## src/rtl/chess_pkg.sv

```systemverilog
// Shared chess board / sprite definitions used by the VGA sprite scheduler.
package chess_pkg;

   localparam int unsigned SQ_SIZE      = 55;
   localparam int unsigned BOARD_N      = 8;
   localparam int unsigned SPRITE_WORDS = 3025;

   localparam int unsigned COORD_W = 10;
   localparam int unsigned ADDR_W  = $clog2(SPRITE_WORDS);
   localparam int unsigned CODE_W  = 4;
   localparam int unsigned CNT_W   = $clog2(BOARD_N);
   localparam int unsigned SQIDX_W = 2 * CNT_W;
   localparam int unsigned OFF_W   = $clog2(SQ_SIZE);
   localparam int unsigned PAL_W   = 2;

   typedef enum logic [CODE_W-1:0] {
      PC_EMPTY    = 4'h0,
      PC_W_PAWN   = 4'h1,
      PC_W_KNIGHT = 4'h2,
      PC_W_BISHOP = 4'h3,
      PC_W_ROOK   = 4'h4,
      PC_W_QUEEN  = 4'h5,
      PC_W_KING   = 4'h6,
      PC_B_PAWN   = 4'h9,
      PC_B_KNIGHT = 4'hA,
      PC_B_BISHOP = 4'hB,
      PC_B_ROOK   = 4'hC,
      PC_B_QUEEN  = 4'hD,
      PC_B_KING   = 4'hE
   } piece_t;

   // Type bits 0 and 7 carry no sprite, whatever the colour bit says.
   function automatic logic piece_valid(input logic [CODE_W-1:0] code);
      return (code[2:0] != 3'd0) && (code[2:0] != 3'd7);
   endfunction

endpackage

```

## src/rtl/board_pos_tracker.sv

```systemverilog
// Incremental beam-to-board tracker: square row/col, texel x offset and row base
// address for the current pixel, updated without multiply or divide.
module board_pos_tracker
   import chess_pkg::*;
#(
   parameter logic [COORD_W-1:0] BOARD_X0 = 10'd100,
   parameter logic [COORD_W-1:0] BOARD_Y0 = 10'd20,
   parameter int unsigned        SQ       = SQ_SIZE
) (
   input  logic               i_clk,
   input  logic               i_rst,
   input  logic [COORD_W-1:0] i_draw_x,
   input  logic [COORD_W-1:0] i_draw_y,
   output logic [CNT_W-1:0]   o_col_c,
   output logic [CNT_W-1:0]   o_row_c,
   output logic [OFF_W-1:0]   o_x_off_c,
   output logic [ADDR_W-1:0]  o_y_base_c,
   output logic               o_in_x_c,
   output logic               o_in_y_c
);

   localparam logic [COORD_W-1:0] X_END    = COORD_W'(32'(BOARD_X0) + BOARD_N * SQ);
   localparam logic [COORD_W-1:0] Y_END    = COORD_W'(32'(BOARD_Y0) + BOARD_N * SQ);
   localparam logic [OFF_W-1:0]   OFF_LAST = OFF_W'(SQ - 1);
   localparam logic [CNT_W-1:0]   CNT_LAST = CNT_W'(BOARD_N - 1);
   localparam logic [ADDR_W-1:0]  SQ_STEP  = ADDR_W'(SQ);

   logic [COORD_W-1:0] r_draw_y;
   logic [CNT_W-1:0]   r_col;
   logic [CNT_W-1:0]   r_row;
   logic [OFF_W-1:0]   r_x_off;
   logic [OFF_W-1:0]   r_y_off;
   logic [ADDR_W-1:0]  r_y_base;
   logic               r_y_valid;

   logic [CNT_W-1:0]   w_col;
   logic [CNT_W-1:0]   w_row;
   logic [OFF_W-1:0]   w_x_off;
   logic [OFF_W-1:0]   w_y_off;
   logic [ADDR_W-1:0]  w_y_base;
   logic               w_line_chg;
   logic               w_y_start;
   logic               w_y_valid;
   logic               w_in_x;
   logic               w_in_y;

   // Row tracking is only trusted once a top-of-board line has been seen after reset.
   always_comb begin
      w_line_chg = (i_draw_y != r_draw_y);
      w_y_start  = w_line_chg && (i_draw_y == BOARD_Y0);
      w_y_valid  = w_y_start || r_y_valid;
      w_in_x     = (i_draw_x >= BOARD_X0) && (i_draw_x < X_END);
      w_in_y     = (i_draw_y >= BOARD_Y0) && (i_draw_y < Y_END) && w_y_valid;
   end

   // Column walk: restart at the board's left edge, saturate past the right edge.
   always_comb begin
      w_col   = r_col;
      w_x_off = r_x_off;
      if (i_draw_x == BOARD_X0) begin
         w_col   = '0;
         w_x_off = '0;
      end else if (r_x_off == OFF_LAST) begin
         if (r_col != CNT_LAST) begin
            w_col   = r_col + CNT_W'(1);
            w_x_off = '0;
         end
      end else begin
         w_x_off = r_x_off + OFF_W'(1);
      end
   end

   // Row walk: one step per new line inside the board; y_base tracks y_off*SQ.
   always_comb begin
      w_row    = r_row;
      w_y_off  = r_y_off;
      w_y_base = r_y_base;
      if (w_y_start) begin
         w_row    = '0;
         w_y_off  = '0;
         w_y_base = '0;
      end else if (w_line_chg && w_in_y) begin
         if (r_y_off == OFF_LAST) begin
            if (r_row != CNT_LAST) begin
               w_row    = r_row + CNT_W'(1);
               w_y_off  = '0;
               w_y_base = '0;
            end
         end else begin
            w_y_off  = r_y_off + OFF_W'(1);
            w_y_base = r_y_base + SQ_STEP;
         end
      end
   end

   always_ff @(posedge i_clk or posedge i_rst) begin
      if (i_rst) begin
         r_draw_y  <= '0;
         r_col     <= '0;
         r_row     <= '0;
         r_x_off   <= '0;
         r_y_off   <= '0;
         r_y_base  <= '0;
         r_y_valid <= 1'b0;
      end else begin
         r_draw_y  <= i_draw_y;
         r_col     <= w_col;
         r_row     <= w_row;
         r_x_off   <= w_x_off;
         r_y_off   <= w_y_off;
         r_y_base  <= w_y_base;
         r_y_valid <= w_y_valid;
      end
   end

   assign o_col_c    = w_col;
   assign o_row_c    = w_row;
   assign o_x_off_c  = w_x_off;
   assign o_y_base_c = w_y_base;
   assign o_in_x_c   = w_in_x;
   assign o_in_y_c   = w_in_y;

endmodule

```

## src/rtl/board_sprite_sched.sv

```systemverilog
// Per-pixel sprite scheduler: board RAM lookup, sprite ROM addressing and a
// fixed 3-cycle pipeline delivering palette index and overlay flags.
module board_sprite_sched
   import chess_pkg::*;
#(
   parameter logic [COORD_W-1:0] BOARD_X0 = 10'd100,
   parameter logic [COORD_W-1:0] BOARD_Y0 = 10'd20,
   parameter int unsigned        SQ       = SQ_SIZE
) (
   input  logic               vga_clk,
   input  logic               reset,
   input  logic [COORD_W-1:0] DrawX,
   input  logic [COORD_W-1:0] DrawY,
   input  logic               blank,
   output logic [SQIDX_W-1:0] sq_index,
   input  logic [CODE_W-1:0]  piece_code,
   output logic [CODE_W-1:0]  rom_sel,
   output logic [ADDR_W-1:0]  rom_address,
   input  logic [PAL_W-1:0]   rom_q,
   output logic [PAL_W-1:0]   pix_index,
   output logic [CODE_W-1:0]  pix_piece,
   output logic               pix_opaque,
   output logic               pix_in_board,
   output logic               pix_light,
   output logic               pix_blank
);

   logic [CNT_W-1:0]   w_col;
   logic [CNT_W-1:0]   w_row;
   logic [OFF_W-1:0]   w_x_off;
   logic [ADDR_W-1:0]  w_y_base;
   logic               w_in_x;
   logic               w_in_y;

   logic [SQIDX_W-1:0] r_sq_index;
   logic [ADDR_W-1:0]  r_addr;
   logic               r_in_board1;
   logic               r_light1;
   logic               r_blank1;

   piece_t             r_rom_sel;
   logic [ADDR_W-1:0]  r_rom_address;
   logic               r_in_board2;
   logic               r_light2;
   logic               r_blank2;

   logic [PAL_W-1:0]   r_pix_index;
   piece_t             r_pix_piece;
   logic               r_pix_opaque;
   logic               r_pix_in_board;
   logic               r_pix_light;
   logic               r_pix_blank;

   board_pos_tracker #(
      .BOARD_X0 (BOARD_X0),
      .BOARD_Y0 (BOARD_Y0),
      .SQ       (SQ)
   ) u_pos (
      .i_clk      (vga_clk),
      .i_rst      (reset),
      .i_draw_x   (DrawX),
      .i_draw_y   (DrawY),
      .o_col_c    (w_col),
      .o_row_c    (w_row),
      .o_x_off_c  (w_x_off),
      .o_y_base_c (w_y_base),
      .o_in_x_c   (w_in_x),
      .o_in_y_c   (w_in_y)
   );

   // Stage 1: board RAM address and texel address for the current pixel.
   always_ff @(posedge vga_clk or posedge reset) begin
      if (reset) begin
         r_sq_index  <= '0;
         r_addr      <= '0;
         r_in_board1 <= 1'b0;
         r_light1    <= 1'b0;
         r_blank1    <= 1'b0;
      end else begin
         r_sq_index  <= {w_row, w_col};
         r_addr      <= w_y_base + ADDR_W'(w_x_off);
         r_in_board1 <= w_in_x && w_in_y;
         r_light1    <= ~(w_row[0] ^ w_col[0]);
         r_blank1    <= blank;
      end
   end

   // Stage 2: piece code from the board RAM selects the sprite ROM.
   always_ff @(posedge vga_clk or posedge reset) begin
      if (reset) begin
         r_rom_sel     <= PC_EMPTY;
         r_rom_address <= '0;
         r_in_board2   <= 1'b0;
         r_light2      <= 1'b0;
         r_blank2      <= 1'b0;
      end else begin
         r_rom_sel     <= (r_in_board1 && piece_valid(piece_code)) ? piece_t'(piece_code)
                                                                   : PC_EMPTY;
         r_rom_address <= r_addr;
         r_in_board2   <= r_in_board1;
         r_light2      <= r_light1;
         r_blank2      <= r_blank1;
      end
   end

   // Stage 3: ROM texel; palette index 0 is the transparent colour.
   always_ff @(posedge vga_clk or posedge reset) begin
      if (reset) begin
         r_pix_index    <= '0;
         r_pix_piece    <= PC_EMPTY;
         r_pix_opaque   <= 1'b0;
         r_pix_in_board <= 1'b0;
         r_pix_light    <= 1'b0;
         r_pix_blank    <= 1'b0;
      end else begin
         r_pix_index    <= r_in_board2 ? rom_q : '0;
         r_pix_piece    <= r_in_board2 ? r_rom_sel : PC_EMPTY;
         r_pix_opaque   <= r_in_board2 && r_blank2 && (r_rom_sel != PC_EMPTY)
                           && (rom_q != PAL_W'(0));
         r_pix_in_board <= r_in_board2;
         r_pix_light    <= r_light2;
         r_pix_blank    <= r_blank2;
      end
   end

   assign sq_index     = r_sq_index;
   assign rom_sel      = r_rom_sel;
   assign rom_address  = r_rom_address;
   assign pix_index    = r_pix_index;
   assign pix_piece    = r_pix_piece;
   assign pix_opaque   = r_pix_opaque;
   assign pix_in_board = r_pix_in_board;
   assign pix_light    = r_pix_light;
   assign pix_blank    = r_pix_blank;

endmodule

```

## config.mk

```make
export PLATFORM = sky130hd
export DESIGN_NAME = board_sprite_sched
export DESIGN_NICKNAME = d
export VERILOG_FILES = /design/src/rtl/chess_pkg.sv /design/src/rtl/board_pos_tracker.sv /design/src/rtl/board_sprite_sched.sv
export SDC_FILE = /design/constraint.sdc
export NUM_CORES = 1
export LEC_CHECK = 0
export BUFFER_PORTS_ARGS = -buffer_cell sky130_fd_sc_hd__buf_2
export CAP_MARGIN = 5
export CORE_MARGIN = 3
export CORE_UTILIZATION = 45
export CTS_CLUSTER_SIZE = 20
export DETAILED_ROUTE_END_ITERATION = 10
export GPL_TIMING_DRIVEN = 0
export PLACE_DENSITY_LB_ADDON = 0.08
export REMOVE_ABC_BUFFERS = 1
export SYNTH_ARGS = -nofsm -noshare
export SYNTH_HDL_FRONTEND = slang
export SYNTH_SLANG_ARGS = --single-unit
```

## constraint.sdc

```tcl
create_clock -name vga_clk -period 4.5 [get_ports vga_clk]
set_clock_uncertainty 0.2 [all_clocks]
set_input_delay 0 -clock vga_clk [delete_from_list [all_inputs] [get_ports vga_clk]]
set_output_delay 0 -clock vga_clk [all_outputs]
set_load 0.02 [all_outputs]
```

==> qor.csv, run 1 <==
metric,value,unit
status,finished clean,
Crit Path Class,input port to register,
final wirelength,7440,um
Post-CTS Setup Inserts,0,
max cap viols,0,
Core Region,7890,um2
H-Tree Depth,3,
antenna fix cells,0,
Synth async-reset ratio,100,%
grt ovf,0,
residual DRC count,0,
Sum Neg Setup Slack,0,ns
Yosys warnings,0,
internal reg-to-reg setup slack,0.61,ns
"EDFF count, synth",0,
Setup WS pre-CTS,0.462,ns
"most common cell after layout, fill and taps aside",dfrtp_1,
post-layout min period,4.08,ns
Syn Area/Cell,11.3,um2
"critical path fanouts, max",9,
Cell Rows,32,
Cells after Synth,332,
Hold Slack,0.102,ns
crit path buf inv count,2,
"Reg clk slew, reported paths",0.09,ns
CP required,4.53,ns
IO buf count,60,
CTS tree,yes,
# fillers,682,
Seq pwr share,41.8,%
Net Switching,0.893,mW
RSZ-0062 raised after global routing,false,
post-route core utilization,59.5,%
Setup WS post-layout,0.421,ns
CP endpoint kind,register,
CTS Sinks,85,
initial antenna violation count,0,
routed vias/inst,5.18,
most frequent cells in the layout,"dfrtp_1, buf_2, nor2_1, a21oi_1, dlygate4sd3_1",
register area,2130,um2
combinational power share,35.6,%
"CP delay by family, top",compound AO/OA/AOI/OAI gates,
Sw Ratio,35.0,%
footprint of the multi-input gates,1570,um2
worst-path cell chain,dlygate4sd3_1 -> buf_2 -> a211o_1 -> a221oi_2 -> o31ai_2 -> nor2_4 -> nand2_1 -> a21oi_1 -> nor2_1 -> ha_1 -> fa_1 -> a21o_1 -> a21oi_1 -> o21bai_1 -> a21oi_1 -> nor2_1 -> xnor2_1,
peak supply drop,0.248,mV
slowest CP cell,dlygate4sd3_1,
"Hold Vio Cnt, Final",0,
IO Count,61,
clock insertion delay at the later pin of the skew report,0.35,ns
Clock Power Share,22.6,%
leakage power,2.18,nW
slew margin rel.,67.3,%
vias in the first global route,2759,
root buffer cell,clkbuf_8,
DRT iter0 DRCs,117,
Total GRT Usage,17.0,%
Synth Cell Area,3750,um2
Pint,1.66,mW
Synth cell types,58,
Longest Clk Path Bufs,2,
worst-margin pin slew,0.487,ns
chip width,97.2,um
arrival time worst endpoint,4.11,ns
via count,2770,
HP Class,input port to register,
sequential share of the synthesized area,56.8,%
ANT nets after route,0,
nature of the critical path startpoint,input port,
most frequent CP cell,a21oi_1,
largest net degree at the start of global routing,64,
P per Cell Area,543,nW/um2
top_reg_cell synth,dfrtp_1,
first-pass GRT wire length,13100,um
Area Overhead vs Synth,25.3,%
register bit count reported by yosys,85,
HPWL Detailed,5110,um
Final Wtd Congestion,0.852,
DR pass1 iterations,4,
TritonCTS Buffers,9,
Final Cycle Share,90.6,%
CP max stage delay,0.53,ns
Final Setup Violations,0,
fin. max-slew vios,0,
Die Height,97.2,um
Starting Density,47.5,%
NumNets Final,473,
FMAX,245,MHz
Die ar.,9460,um2
Final Power,2.55,mW
layout cells sized above 1,22.6,%
DR WL/cell,13.9,um
==> metrics by stage <==
step                std cells  cell area (um2)
finish                    535             4690
floorplan                 329             3730
CTS                       535             4690
global placement          491             4160
global route              535             4690
detailed placement        493             4210
==> state kept, by name, summed over array words and instances, names as in the netlist <==
register	cells
u_pos.r_row	2
r_addr	12
pix_index	2
r_blank1	1
r_light2	1
u_pos.r_draw_y	10
sq_index	2
r_in_board2	1
r_in_board1	1
r_blank2	1
pix_opaque	1
rom_sel	4
u_pos.r_x_off	6
u_pos.r_y_valid	1
rom_address	12
r_light1	1
pix_light	1
u_pos.r_y_base	12
pix_piece	4
u_pos.r_col	2
pix_in_board	1
u_pos.r_y_off	6
pix_blank	1
==> final timing paths <==
path	from	to	depth (start not counted)
worst max register to register	u_pos.r_x_off[0]	r_addr[11]	15
min in group asynchronous	reset	pix_index[1]	4
worst min register to register	r_addr[4]	rom_address[4]	0
worst min-delay path	blank	r_blank1	2
worst max-delay path	DrawY[3]	r_addr[8]	17
max in group asynchronous	reset	u_pos.r_draw_y[1]	5
==> power groups by stage <==
stage	Sequential (mW)	Combinational, mW	Clock (mW)
after floorplan	1.15	0.594	0
after global placement	1.08	0.863	0
after detailed placement	1.08	0.891	0
after CTS	1.07	0.911	0.592
after global routing	1.10	1.03	0.625
final	1.07	0.907	0.575
==> layer usage <==
layer / track usage [%] / vias to the layer above / part of all wire (%) / routed length (um)
li1: - / 1375 / - / -
met4: 6.71 / 0 / 1.5 / 114
met3: 3.59 / 9 / 4.4 / 329
met5: 0 / - / 0 / 0
met1: 23.5 / 1321 / 47 / 3530
met2: 26.2 / 65 / 47 / 3460
==> cell families after synthesis <==
group | synth area share (%)
simple gates | 16.9
flops | 56.8
compound gates | 11.8
xor+xnor | 6.55
fa+ha+maj | 5.54
buf+inv | 1.40
mux | 1.07
==> cell usage after synthesis, drive strengths merged (2+ instances only) <==
| master | n | area share (%) |
|---|---|---|
| dfrtp | 85 | 57 |
| nor2 | 38 | 4.0 |
| a21oi | 27 | 3.9 |
| nand2 | 22 | 2.3 |
| xnor2 | 22 | 5.1 |
| ha | 15 | 5.0 |
| o21ai | 13 | 1.7 |
| inv | 10 | 1.0 |
| nand3 | 9 | 1.2 |
| nor3 | 9 | 1.3 |
| nor4 | 7 | 1.9 |
| and2 | 6 | 1.0 |
| and3 | 6 | 1.0 |
| nand4 | 6 | 1.0 |
| xor2 | 6 | 1.4 |
| a31oi | 4 | 0.84 |
| mux2i | 4 | 1.1 |
| nor2b | 4 | 0.67 |
| or2 | 4 | 0.67 |
| o31a | 3 | 0.73 |
| a21o | 2 | 0.40 |
| a31o | 2 | 0.47 |
| clkbuf | 2 | 0.20 |
| nand2b | 2 | 0.33 |
| o21a | 2 | 0.40 |
| or3 | 2 | 0.33 |
| or4 | 2 | 0.50 |
==> what timing repair did <==
item,CTS,global route
endpoints found under the hold margin,108,0
hold buffers,26,0
resized for setup,0,1
endpoints found under the setup margin,0,2
==> final cells by class <==
class / count / area share [%]
timing repair buffer: 88 / 12.8
tap: 102 / 2.72
multi-input combinational: 233 / 33.5
sequential: 85 / 45.3
clock buffer: 12 / 3.52
clock inverter: 4 / 1.17
inverter: 11 / 0.933
Power figures use the tool's default switching activity.
==> run 2: changes to the inputs <==
Settings changed: CORE_UTILIZATION 45 to 56.
==> qor.csv, run 2 (synthesized netlist as in run 1, its figures left out) <==
metric,value,unit,change
status,finished clean,,unchanged
post-route insts no fill,509,,was 535
HP Class,input port to register,,unchanged
first-pass GRT wire length,11700,um,was 13100 um
internal reg-to-reg setup slack,0.51,ns,was 0.61 ns
CTS Sinks,85,,unchanged
combinational power share,35.3,%,was 35.6%
Die Height,87.8,um,was 97.2 um
ANT nets after route,0,,unchanged
"Hold Vio Cnt, Final",0,,unchanged
CP max stage delay,0.54,ns,was 0.53 ns
slowest CP cell,dlygate4sd3_1,,unchanged
Total GRT Usage,19.6,%,was 17.0%
leakage power,2.17,nW,was 2.18 nW
arrival time worst endpoint,4.14,ns,was 4.11 ns
vias in the first global route,2546,,was 2759
"most common cell after layout, fill and taps aside",dfrtp_1,,unchanged
IO buf count,60,,unchanged
"CP delay by family, top",compound AO/OA/AOI/OAI gates,,unchanged
Sum Neg Setup Slack,0,ns,unchanged
nature of the critical path startpoint,input port,,unchanged
residual DRC count,0,,unchanged
CP required,4.52,ns,was 4.53 ns
Starting Density,58.3,%,was 47.5%
Seq pwr share,42.1,%,was 41.8%
CTS tree,yes,,unchanged
grt ovf,0,,unchanged
crit path capture,r_addr[8],,unchanged
H-Tree Depth,3,,unchanged
via count,2749,,was 2770
number of cells on the worst reg-to-reg path,17,,was 15
Pint,1.66,mW,about the same
DRT iter0 DRCs,122,,was 117
Final Setup Violations,0,,unchanged
crit path buf inv count,2,,unchanged
slew margin rel.,63.5,%,was 67.3%
routed vias/inst,5.40,,was 5.18
Final Wtd Congestion,0.780,,was 0.852
Inst Count DP,468,,was 493
register area,2130,um2,unchanged
worst-path cell chain,dlygate4sd3_1 -> buf_2 -> a211o_1 -> a221oi_2 -> o31ai_2 -> nor2_4 -> nand2_1 -> a21oi_1 -> nor2_1 -> ha_1 -> fa_1 -> a21o_1 -> a21oi_1 -> o21bai_1 -> a21oi_1 -> nor2_1 -> xnor2_1,,unchanged
CTS resizes,0,,unchanged
Die ar.,7710,um2,was 9460 um2
peak supply drop,0.307,mV,was 0.248 mV
max cap viols,0,,unchanged
Area Overhead vs Synth,24.0,%,was 25.3%
Longest Clk Path Bufs,2,,unchanged
Setup WS pre-CTS,0.544,ns,was 0.462 ns
Post-CTS Setup Inserts,0,,unchanged
RSZ-0062 raised after global routing,false,,unchanged
gr busiest metal,met2,,unchanged
Final Cycle Share,91.7,%,was 90.6%
Crit path depth,17,,unchanged
TritonCTS Buffers,9,,unchanged
launch point of the worst path,DrawY[3],,unchanged
antenna fix cells,0,,unchanged
Final Power,2.54,mW,was 2.55 mW
P per Cell Area,546,nW/um2,was 543 nW/um2
Reg2Reg Launch Point,u_pos.r_y_off[0],,was u_pos.r_x_off[0]
clock insertion delay at the later pin of the skew report,0.34,ns,was 0.35 ns
"Reg clk slew, reported paths",0.08,ns,was 0.09 ns
DR WL/cell,13.7,um,was 13.9 um
Sw Ratio,34.3,%,was 35.0%
met3 Use GR,3.10,%,was 3.59%
DR pass1 iterations,4,,unchanged
Crit Path Class,input port to register,,unchanged
initial antenna violation count,0,,unchanged
fin. max-slew vios,0,,unchanged
met1 GRT Util,27.3,%,was 23.5%
# fillers,460,,was 682
most frequent cells in the layout,"dfrtp_1, buf_2, nor2_1, a21oi_1, dlygate4sd3_1",,unchanged
final wirelength,6980,um,was 7440 um
GR Util met2,30.8,%,was 26.2%
layout cells sized above 1,22.0,%,was 22.6%
most frequent CP cell,a21oi_1,,unchanged
IO Count,61,,unchanged
post-layout min period,4.13,ns,was 4.08 ns
CP endpoint kind,register,,unchanged
Net Switching,0.870,mW,was 0.893 mW
largest net degree at the start of global routing,70,,was 64
"critical path fanouts, max",9,,unchanged
cell count of the worst hold path,2,,unchanged
HPWL Detailed,4630,um,was 5110 um
worst-margin pin slew,0.545,ns,was 0.487 ns
FMAX,242,MHz,was 245 MHz
Clock Power Share,22.7,%,was 22.6%
Setup WS post-layout,0.372,ns,was 0.421 ns
Core Region,6420,um2,was 7890 um2
footprint of the multi-input gates,1570,um2,about the same
FF-to-FF End,r_addr[11],,unchanged
NumNets Final,472,,was 473
root buffer cell,clkbuf_8,,unchanged
Hold Slack,0.111,ns,was 0.102 ns
Cell Rows,29,,was 32
chip width,87.8,um,was 97.2 um
run 2: changes by cell type in the layout (fill, tap and decap cells not counted), sizes merged:
cell / before / now
bufinv: 1 / 2
clkbuf: 12 / 11
dlygate4sd3: 26 / 25
run 2: worst min path at each step:
stage / from / end
detailed placement: reset / pix_blank
floorplan: blank / r_blank1
CTS: blank / r_blank1
finish: blank / r_blank1
global placement: blank / r_blank1
global route: blank / r_blank1
run 2: power groups by stage:
| stage | Combinational [mW] | Sequential, mW | Clock, mW |
|---|---|---|---|
| 6_report | 0.894 | 1.07 | 0.575 |
| 5_1_grt | 1.00 | 1.09 | 0.622 |
| 3_5_place_dp | 0.878 | 1.08 | 0 |
| 3_3_place_gp | 0.853 | 1.08 | 0 |
| 4_1_cts | 0.898 | 1.07 | 0.590 |
| 2_1_floorplan | 0.594 | 1.15 | 0 |
run 2: final cells by class:
| class | instances | share of cell area [%] |
|---|---|---|
| Timing Repair Buffer | 87 | 12.8 |
| Inverter | 11 | 0.943 |
| Multi-Input combinational cell | 233 | 33.8 |
| Clock buffer | 11 | 2.83 |
| Clock inverter | 5 | 1.83 |
| Sequential cell | 85 | 45.8 |
| Tap cell | 77 | 2.07 |
run 2: stage by stage:
stage               util, %  instance area, um2
floorplan                 -                3730
global placement       64.3                4130
detailed placement     65.1                4180
CTS                    72.3                4650
global route           72.3                4650
finish                 72.3                4650
run 2: metal layers:
layer	share of wire [%]	up-vias
li1	-	1362
met1	46	1310
met2	49	73
met3	4.3	4
met4	0.97	0
met5	0	-
run 2: worst reg2reg max path, cell delays in order (launching register included):
cell and delay, ns:
dfrtp_1 0.43, inv_1 0.08, ha_1 0.14, nand4_1 0.13
nor2_1 0.46, nand2_1 0.19, nand2_1 0.29, a21oi_1 0.12
nor2_1 0.26, ha_1 0.29, a21o_1 0.16, a21oi_1 0.22
nor2b_1 0.07, o21a_1 0.18, o21a_1 0.17, o21ai_1 0.26
nor4_2 0.09, xor2_1 0.15
run 2: repair_timing:
item | in CTS | in global routing
hold buffers | 25 | 0
endpoints found under the hold margin | 109 | 0
setup endpoints to repair | 0 | 0
